**config.mk**
```make
export PLATFORM = sky130hd
export DESIGN_NAME = peripheral_display_ctrl
export DESIGN_NICKNAME = d
export VERILOG_FILES = /design/src/rtl/peripheral_display_ctrl.sv
export SDC_FILE = /design/constraint.sdc
export NUM_CORES = 1
export LEC_CHECK = 0
export ABC_AREA = 1
export CAP_MARGIN = 20
export CORE_MARGIN = 1
export CORE_UTILIZATION = 50
export CTS_CLUSTER_DIAMETER = 50
export DETAILED_ROUTE_END_ITERATION = 10
export GPL_TIMING_DRIVEN = 0
export PLACE_DENSITY_LB_ADDON = 0.15
export SETUP_SLACK_MARGIN = 0.3
export SYNTH_ARGS = -nofsm -noshare
export SYNTH_HDL_FRONTEND = slang
export SYNTH_SLANG_ARGS = --single-unit
```
**constraint.sdc**
```tcl
create_clock -name clk -period 4.8 [get_ports clk]
set_input_delay 0.72 -clock clk [delete_from_list [all_inputs] [get_ports clk]]
set_output_delay 0.72 -clock clk [all_outputs]
set_load 0.01 [all_outputs]
```
**src/rtl/peripheral_display_ctrl.sv**
```systemverilog
// 4-digit 7-segment display controller: sequential double-dabble BCD conversion
// or fixed text load, time-multiplexed through one shared decoder.
module peripheral_display_ctrl #(
  parameter int SCAN_DIV = 50000
) (
  input  logic        clk,
  input  logic        nreset,
  input  logic        we,
  input  logic [31:0] wdata,
  output logic        busy,
  output logic [3:0]  dig_code,
  output logic        dig_ext,
  output logic [3:0]  an
);

  localparam int CNT_W = $clog2(SCAN_DIV);
  localparam logic [CNT_W-1:0] CNT_LAST = CNT_W'(SCAN_DIV - 1);

  typedef enum logic [1:0] {IDLE, CONV, LOAD} state_t;

  state_t           state;
  logic [15:0]      mag;
  logic [19:0]      bcd;
  logic [3:0]       iter;
  logic             neg;
  logic [3:0][3:0]  disp_code;
  logic [3:0]       disp_ext;
  logic [CNT_W-1:0] scan_cnt;
  logic [1:0]       scan_idx;
  logic [1:0]       next_idx;
  logic [19:0]      bcd_adj;
  logic [35:0]      dd_shift;
  logic [1:0]       msd;
  logic             out_of_range;
  logic [3:0][3:0]  fmt_code;

  // One double-dabble step: add 3 to every nibble >= 5, then shift the magnitude in.
  always_comb begin
    bcd_adj = bcd;
    for (int i = 0; i < 5; i++) begin
      if (bcd[i*4 +: 4] >= 4'd5) bcd_adj[i*4 +: 4] = bcd[i*4 +: 4] + 4'd3;
    end
    dd_shift = {bcd_adj, mag} << 1;
  end

  always_comb begin
    msd = 2'd0;
    for (int i = 1; i < 4; i++) begin
      if (bcd[i*4 +: 4] != 4'd0) msd = 2'(i);
    end
    out_of_range = neg ? (bcd[19:12] != 8'd0) : (bcd[19:16] != 4'd0);
    fmt_code = {4{4'hF}};
    if (out_of_range) begin
      fmt_code = {4{4'hB}};
    end else begin
      for (int i = 0; i < 4; i++) begin
        if (2'(i) <= msd) fmt_code[i] = bcd[i*4 +: 4];
      end
      // A negative in-range value has at most 3 digits, so msd+1 never wraps.
      if (neg) fmt_code[msd + 2'd1] = 4'hB;
    end
  end

  always_ff @(posedge clk or negedge nreset) begin
    if (!nreset) begin
      state     <= IDLE;
      busy      <= 1'b0;
      mag       <= '0;
      bcd       <= '0;
      iter      <= '0;
      neg       <= 1'b0;
      disp_code <= {4{4'hF}};
      disp_ext  <= '0;
    end else begin
      case (state)
        IDLE: begin
          if (we) begin
            if (wdata[31]) begin
              disp_code <= {4'hF, 4'h0, 4'h1, 4'h2};
              disp_ext  <= 4'b0111;
            end else begin
              neg   <= wdata[15];
              mag   <= wdata[15] ? (~wdata[15:0] + 16'd1) : wdata[15:0];
              bcd   <= '0;
              iter  <= '0;
              state <= CONV;
              busy  <= 1'b1;
            end
          end
        end
        CONV: begin
          bcd  <= dd_shift[35:16];
          mag  <= dd_shift[15:0];
          iter <= iter + 4'd1;
          if (iter == 4'd15) state <= LOAD;
        end
        LOAD: begin
          disp_code <= fmt_code;
          disp_ext  <= '0;
          state     <= IDLE;
          busy      <= 1'b0;
        end
        default: begin
          state <= IDLE;
          busy  <= 1'b0;
        end
      endcase
    end
  end

  assign next_idx = scan_idx + 2'd1;

  // Free-running digit scan, independent of writes; outputs change only on the wrap edge.
  always_ff @(posedge clk or negedge nreset) begin
    if (!nreset) begin
      scan_cnt <= '0;
      scan_idx <= 2'd0;
      an       <= 4'b1110;
      dig_code <= 4'hF;
      dig_ext  <= 1'b0;
    end else if (scan_cnt == CNT_LAST) begin
      scan_cnt <= '0;
      scan_idx <= next_idx;
      an       <= ~(4'b0001 << next_idx);
      dig_code <= disp_code[next_idx];
      dig_ext  <= disp_ext[next_idx];
    end else begin
      scan_cnt <= scan_cnt + CNT_W'(1);
    end
  end

endmodule

```
==> results of run 1 <==
## logic make-up (layout without fill, tap and decap cells)
family / Yosys count / in the layout
flip-flops: 88 / 88
buffers and inverters: 99 / 145
adder cells (fa/ha/maj): 18 / 18
XOR/XNOR: 14 / 14
AO/OA/AOI/OAI: 129 / 129
AND/OR/NAND/NOR: 256 / 256
## worst paths after layout
kind,to,cells after the start
max,an[2],1
min,bcd[14],1
max reg2reg,dig_code[1],7
min reg2reg,scan_cnt[0],1
max in group asynchronous,bcd[7],2
min in group clk,scan_cnt[0],1
## worst reg2reg max path: stages, from the launching register on
cell and delay, ps:
sky130_fd_sc_hd__dfrtp_1 390, sky130_fd_sc_hd__buf_2 210, sky130_fd_sc_hd__clkinv_1 290, sky130_fd_sc_hd__ha_1 440, sky130_fd_sc_hd__inv_1 170, sky130_fd_sc_hd__o21ai_0 110
sky130_fd_sc_hd__o22a_1 190, sky130_fd_sc_hd__o21ai_2 110
## per-layer routing
metal,global-route usage (%),vias up,wire (um)
met4,8.25,0,174
met1,28.9,1852,4820
met5,0,-,0
li1,-,2056,-
met2,37.3,92,4830
met3,2.72,15,387
## synth_stat cells, types with 3 or more instances
library cell | instances | area share, %
sky130_fd_sc_hd__a21oi_1 | 26 | 2.7
sky130_fd_sc_hd__buf_2 | 8 | 0.83
sky130_fd_sc_hd__buf_4 | 3 | 0.47
sky130_fd_sc_hd__clkbuf_1 | 3 | 0.23
sky130_fd_sc_hd__dfrtp_1 | 65 | 34
sky130_fd_sc_hd__dfstp_2 | 23 | 13
sky130_fd_sc_hd__ha_1 | 18 | 4.7
sky130_fd_sc_hd__inv_1 | 80 | 6.2
sky130_fd_sc_hd__nand2_1 | 130 | 10
sky130_fd_sc_hd__nand3_1 | 38 | 3.9
sky130_fd_sc_hd__nand4_1 | 5 | 0.65
sky130_fd_sc_hd__nor2_1 | 64 | 5.0
sky130_fd_sc_hd__nor3_1 | 6 | 0.62
sky130_fd_sc_hd__o211ai_1 | 5 | 0.78
sky130_fd_sc_hd__o21ai_0 | 56 | 5.8
sky130_fd_sc_hd__o21ai_2 | 10 | 1.8
sky130_fd_sc_hd__o21bai_1 | 7 | 1.1
sky130_fd_sc_hd__o22a_1 | 4 | 0.72
sky130_fd_sc_hd__o22ai_1 | 10 | 1.3
sky130_fd_sc_hd__xor2_1 | 13 | 2.4
## registers in the layout, indices dropped and copies added (netlist names), 2 cells and up
signal,flops
bcd,20
disp_code,16
state,2
scan_idx,2
mag,16
iter,4
scan_cnt,16
dig_code,4
an,4
## through the flow
step,instances,setup WS [ps]
2_1_floorplan,604,3070
3_3_place_gp,762,-156
3_5_place_dp,763,2420
4_1_cts,779,2610
5_1_grt,779,2580
6_report,779,2640
## area by class of cell
cell class / count / area [um^2]
plain buffers: 16 / 96.3
clock buffers: 11 / 151
clock inverters: 5 / 62.6
fillers: 843 / 3760
inverters: 83 / 312
multi-input cells: 417 / 2190
flip-flops and latches: 88 / 2230
well taps: 129 / 161
repair buffers: 30 / 315
## cell usage in the layout (no fill, tap or decap), drive strengths merged, types with 2 or more instances in the layout
master	instances
o211ai	5
o21bai	7
dfrtp	65
nor3b	2
nor2	66
clkinvlp	2
nand4	5
o32ai	2
or2	3
ha	18
clkdlybuf4s50	28
o21ai	67
a21oi	27
buf	15
nor3	8
nand3	38
nand2	132
xor2	13
inv	84
o22a	4
o22ai	10
dfstp	23
o31ai	2
clkbuf	14
## report_power, final
part	switching, uW	total (uW)	internal [uW]
clock	270	543	273
combinational	606	973	368
sequential	152	1130	979
==> results.md, run 1 <==
CTS:
- The longest clock path from root to sink contains 2 buffers.
- The count of H-tree levels built during CTS is 3.
- The clock net in this run drives a total of 88 sinks.
- The number of clock buffers added by TritonCTS is 9.
- After clock tree synthesis, the setup repair step added 0 buffers.
- The clock latency on the worst-skew pair is 350 ps.
- Clock-pin slew was measured on the worst setup and hold paths at 90 ps.
- The number of gates resized after CTS is 0.
- The clock root buffer is sky130_fd_sc_hd__clkbuf_8.
- The clock tree from TritonCTS is done.
- The number of buffers added to fix hold violations after cts is 0.

Hold path:
- The kind of path behind the tightest hold check is input port to asynchronous set/reset pin.

STA:
- Headroom to the max-slew limit came out at 64.7%.
- Timing would allow up to 464 MHz.
- The final-report setup violation count is 0.
- The hold slack is 312 ps.
- Setup repair after global routing left no endpoint under its margin.
- The worst-case clock skew is 13.4 ps.
- Setup total negative slack on the finished layout was measured at 0 ps.
- At the pin with the least slew margin, the transition time is 530 ps.
- In the finished design, the share of the clock period the worst path needs comes to 44.9%.
- Counting I/O delays and the setup requirement, the final critical path takes 2160 ps.
- The total count of hold-check failures in the final report was 0.
- The number of max-slew violations in the final report is 0.

Cells and area:
- The number of antenna diodes in the final layout is 0.
- The core utilization of the finished layout is 59.5%.
- Relative to the synthesized area, the layout overhead comes to 14.3%.
- Cells with a size suffix above 1 make up 11.5% of the layout.
- The final cell area excluding filler cells is 0.00552 mm^2.
- In the final design database the tool counted 698 nets.

Synth:
- The number of library cell types mapped by synthesis is 41.
- The post-synthesis instance area is 0.00483 mm^2.
- Summing the areas of all xor and xnor instances in the mapped netlist gives 2.54% of the synthesized area.
- For this run, the register share of the synthesized area comes to 46.2%.
- Counting flops with an async set or reset pin after synthesis yields a share of 100%.
- Synthesis inferred 88 register bits.
- The mux share of post-synthesis cell area is 0%.
- The synthesized netlist devotes 16.0% of its cell area to compound gates.
- The number of enable flip-flop cells after synthesis is 0.
- The cell count after synthesis came out at 604.
- The number of synthesis warnings is 0.
- The synthesized netlist devotes 4.66% of its cell area to adder and majority cells.
- The number of nets in the synthesized netlist is 657.
- The mean cell area of the mapped netlist is 8.00 um^2.
- Summing the areas of all and, or, nand and nor instances in the mapped netlist gives 22.2% of the synthesized area.
- The most instantiated flip-flop cell in the synthesis netlist is sky130_fd_sc_hd__dfrtp_1.
- By area, the combinational part of the netlist is dominated by simple AND/OR/NAND/NOR gates.

Worst setup path:
- In this run the critical register-to-register path is launched from scan_idx[0].
- The worst setup path is launched from a register.
- Counting both buffers and inverters, the worst setup path holds a total of 1.
- In this run the worst path has a maximum fanout of 2.
- The kind of end point of the critical path is a primary output.
- The start-to-end type of the worst setup path is register to primary output.
- The gate family responsible for the most delay along the worst path is flip-flops.
- The setup slack of the most critical reg-to-reg path is 2850 ps.
- At the worst endpoint, the arrival time is 1440 ps.
- Walking the worst path, the cells encountered are clkdlybuf4s50_1.
- In this design, the stage delay of the slowest critical-path cell is 540 ps.
- For the worst setup path, the data required time is 4080 ps.
- Tracing the worst setup path back leads to its startpoint at an[2].
- The cell with the largest stage delay on the worst path is sky130_fd_sc_hd__dfstp_2.

Global route:
- The residual overflow from global routing is 0.
- The first global-routing pass estimated 17,400 um of wire.
- Global routing used 22.0% of the available tracks across all layers.
- The number of global-route vias before repair is 3,793.
- The number of antenna violations at the first check in global routing was 0.
- Entering global routing, the biggest net connects 53 pins.

Floorplan:
- The floorplan step defined a die boundary enclosing 0.0101 mm^2.
- The die outline height is 100 um.
- The initialized floorplan defines 35 standard-cell rows.
- 45 I/O pins were placed.
- The initial cell density of the core is 52.0%.
- The core region is 0.00928 mm^2.
- The die boundary width is 100 um.

Outcome:
- The run finished with clean final reports.

Placement:
- The cell area after placement is 0.00531 mm^2.
- The placed wire-length estimate after detailed placement is 7710 um.
- The number of input and output port buffers inserted is 29.
- The routability congestion estimate is 0.885.

Drt:
- After detailed routing, the number of remaining DRC violations is 0.
- In the final routed layout, each cell accounts on average for 13.1 um.
- The detail route stage leaves a number of antenna-violating nets equal to 0.
- For this block, the initial DRC count from the detailed router was 174.
- In the routed layout, each cell is associated on average with a via count of 5.15.
- Summed over all layers, the routed wires come to 10,200 um.
- The number of optimization iterations in the first detailed-route pass is 5.
- Summing over every cut layer, the via total after detailed routing is 4,015.

Run:
- Across the run, the number of max-cap violations was 0.

Pwr:
- Power spread over the standard cell area amounts to 479 mW/mm^2.
- Power comes to 2650 uW.
- IR analysis of the VDD net gives a maximum drop of 0.000190 V.
- For this design the static power due to leakage is 0.00261 uW.
(Power assumes the default switching activity.)
==> inputs of run 2 (changes only) <==
- clock period: 4.8 -> 1.85 ns (I/O delays scaled with it)
==> results.md, run 2 (synthesized netlist as in run 1, its figures left out) <==
Outcome:
- The run finished with clean final reports.

CTS:
- The clock net in this run drives a total of 88 sinks.
- Buffers inserted during clock tree synthesis total 9.
- In this run the clock root is driven by a sky130_fd_sc_hd__clkbuf_8.
- Clock latency on the worst-skew pair, taken at its later pin, is 350 ps.
- In this run the deepest clock path goes through 2 buffers.
- The clock edge transition at the registers on the reported setup and hold paths is 90 ps.
- The clock tree from TritonCTS is done.
- The H-tree was split into 3 levels.

Worst setup path:
- The critical path contains buffers and inverters numbering 3 combined.
- STA classifies the critical path endpoint as a register.
- By instance count, the cell type seen most on the critical path is sky130_fd_sc_hd__inv_2.
- The category of the worst setup path launch point is a register.
- The signal on the critical path passes through inv_2, ha_4, inv_2, nor2_4, nand2_2, a21oi_4, buf_6, nand2_1, a21oi_2.
- In this run the worst path has a maximum fanout of 4.
- The arrival time of data at the critical path endpoint is 1800 ps.
- For this run, the slowest stage of the critical path takes 410 ps.
- The cell with the largest stage delay on the worst path is sky130_fd_sc_hd__dfrtp_1.
- The start-to-end type of the worst setup path is register to register.
- The data required time of the critical path is 2130 ps.
- The gate family responsible for the most delay along the worst path is flip-flops.

Global route:
- Across every metal layer, demand over resource in global routing totals 22.2%.
- In the global route stage, met2 resource usage came out at 37.6%.
- The met3 track utilization from global routing is 4.39%.
- The layer flagged by global routing as most heavily used is met2.
- For met1 alone, demand over resource in global routing was 29.1%.
- The first-pass GRT wire length is 17,800 um.
- The number of antenna violations at the first check in global routing is 0.
- Entering global routing, the biggest net connects 50 pins.
- The number of global-route vias before repair is 4,007.
- The total overflow left after global routing is 0.

Cells and area:
- Of the cells placed in the final design, the portion with a size suffix greater than 1 is 18.7%.
- 0 antenna diodes ended up in the layout.
- The number of cells in the finished layout apart from fillers is 792.
- The final cell area excluding filler cells is 0.00577 mm^2.
- The most common cell after layout, fill and taps aside is sky130_fd_sc_hd__nand2_1.
- The register bank with the most flops is bcd.
- The register with the most flip-flops in the layout has 20 of them.
- The top cell types in the final layout, fill and taps aside, are 124 x sky130_fd_sc_hd__nand2_1, 72 x sky130_fd_sc_hd__inv_1, 64 x sky130_fd_sc_hd__dfrtp_1, 57 x sky130_fd_sc_hd__nor2_1, 47 x sky130_fd_sc_hd__o21ai_0.
- The area added between synthesis and finish is 19.4%.
- The final layout contains 711 nets.

Placement:
- The congestion estimate from routability-driven global placement came to 0.825.
- The cell area after placement is 0.00531 mm^2.
- The number of input and output port buffers inserted is 29.
- Counting tap cells, the placed design contains a total of 763 instances.
- OpenSTA, run right after detailed placement, puts the worst setup slack at -107 ps.
- After legalization and detailed placement, the total HPWL measured 7780 um.

STA:
- The transition time of the tightest slew-check pin is 517 ps.
- Measured against its own limit, the worst slew margin works out to 65.5%.
- Setup total negative slack on the finished layout was measured at 0 ps.
- Static timing analysis puts the maximum clock frequency at 658 MHz.
- The number of max-slew violations in the final report was 0.
- The final-report setup violation count is 0.
- The worst-case clock skew is 6.84 ps.
- The post-route minimum period is 1520 ps.
- The slack of the critical path is 329 ps.
- Setup repair after global routing could not meet its margin everywhere.
- The total count of hold-check failures in the final report is 0.
- The hold slack is 442 ps.
- Of the available clock period, the critical path in the final layout requires 82.2%.

Drt:
- The detail route stage leaves a number of antenna-violating nets equal to 0.
- The via-per-instance ratio is 5.25.
- The final route contains 4,160 vias.
- Summed over all layers, the routed wires come to 10,700 um.
- The wire length per cell is 13.5 um.
- The number of optimization iterations in the first detailed-route pass is 6.
- After detailed routing, the number of remaining DRC violations is 0.
- The detailed router's first-iteration violation count is 224.

Pwr:
- The total power per unit cell area is 1250 mW/mm^2.
- The leakage dissipation is 0.00274 uW.
- VDD sags by at most 0.000541 V.

Floorplan:
- The total core area is 0.00928 mm^2.
- The die covers 0.0101 mm^2.
- The die is 100 um wide.
- For this configuration, the core starts out at a cell density of 52.0%.
- Measured along the y axis, the die boundary spans 100 um.
- The number of core rows is 35.
- The number of I/O pins is 45.

Run:
- The number of max-capacitance violations reported is 0.

Hold path:
- The kind of path behind the tightest hold check is input port to asynchronous set/reset pin.
run 2: final timing paths:
kind                            endpoint  depth (start not counted)          from  slack, ps
setup / recovery           disp_code[14]                          9       bcd[13]        330
max in group asynchronous         bcd[8]                          3        nreset        780
min in group clk            disp_code[3]                          2  disp_code[3]        470
setup reg to reg           disp_code[14]                          9       bcd[13]        330
hold / removal                   bcd[13]                          2        nreset        440
hold reg to reg             disp_code[3]                          2  disp_code[3]        470
run 2: layout make-up:
type | count | area [um^2]
Clock inverter | 6 | 68.8
Inverter | 83 | 323
Tap cell | 129 | 161
Clock buffer | 10 | 128
Fill cell | 838 | 3510
Multi-Input combinational cell | 417 | 2330
Timing Repair Buffer | 43 | 410
Buffer | 16 | 114
Sequential cell | 88 | 2230
run 2: repair_timing:
action | in CTS | in global routing
gates resized for setup | 24 | 50
setup buffers | 4 | 8
gates cloned | 0 | 0
endpoints found under the setup margin | 49 | 64
hold buffers | 1 | 0
endpoints found under the hold margin | 16 | 0
pin swaps | 1 | 6
run 2: metal layers:
| metal | wire length (um) | up-vias |
|---|---|---|
| met4 | 122 | 0 |
| met1 | 5000 | 1972 |
| met3 | 396 | 14 |
| met2 | 5140 | 94 |
| li1 | - | 2080 |
| met5 | 0 | - |
run 2: report_power, final:
part | total [uW] | internal [uW] | switching, uW
Clock | 1340 | 633 | 704
Sequential | 2940 | 2540 | 394
Combinational | 2960 | 1180 | 1780
Total | 7230 | 4350 | 2880
run 2: per-stage QoR:
stage	utilization, %	power (uW)
floorplan	-	4730
global placement	56.9	5350
detailed placement	57.2	5480
CTS	60.0	6900
global route	62.2	7770
finish	62.2	7230
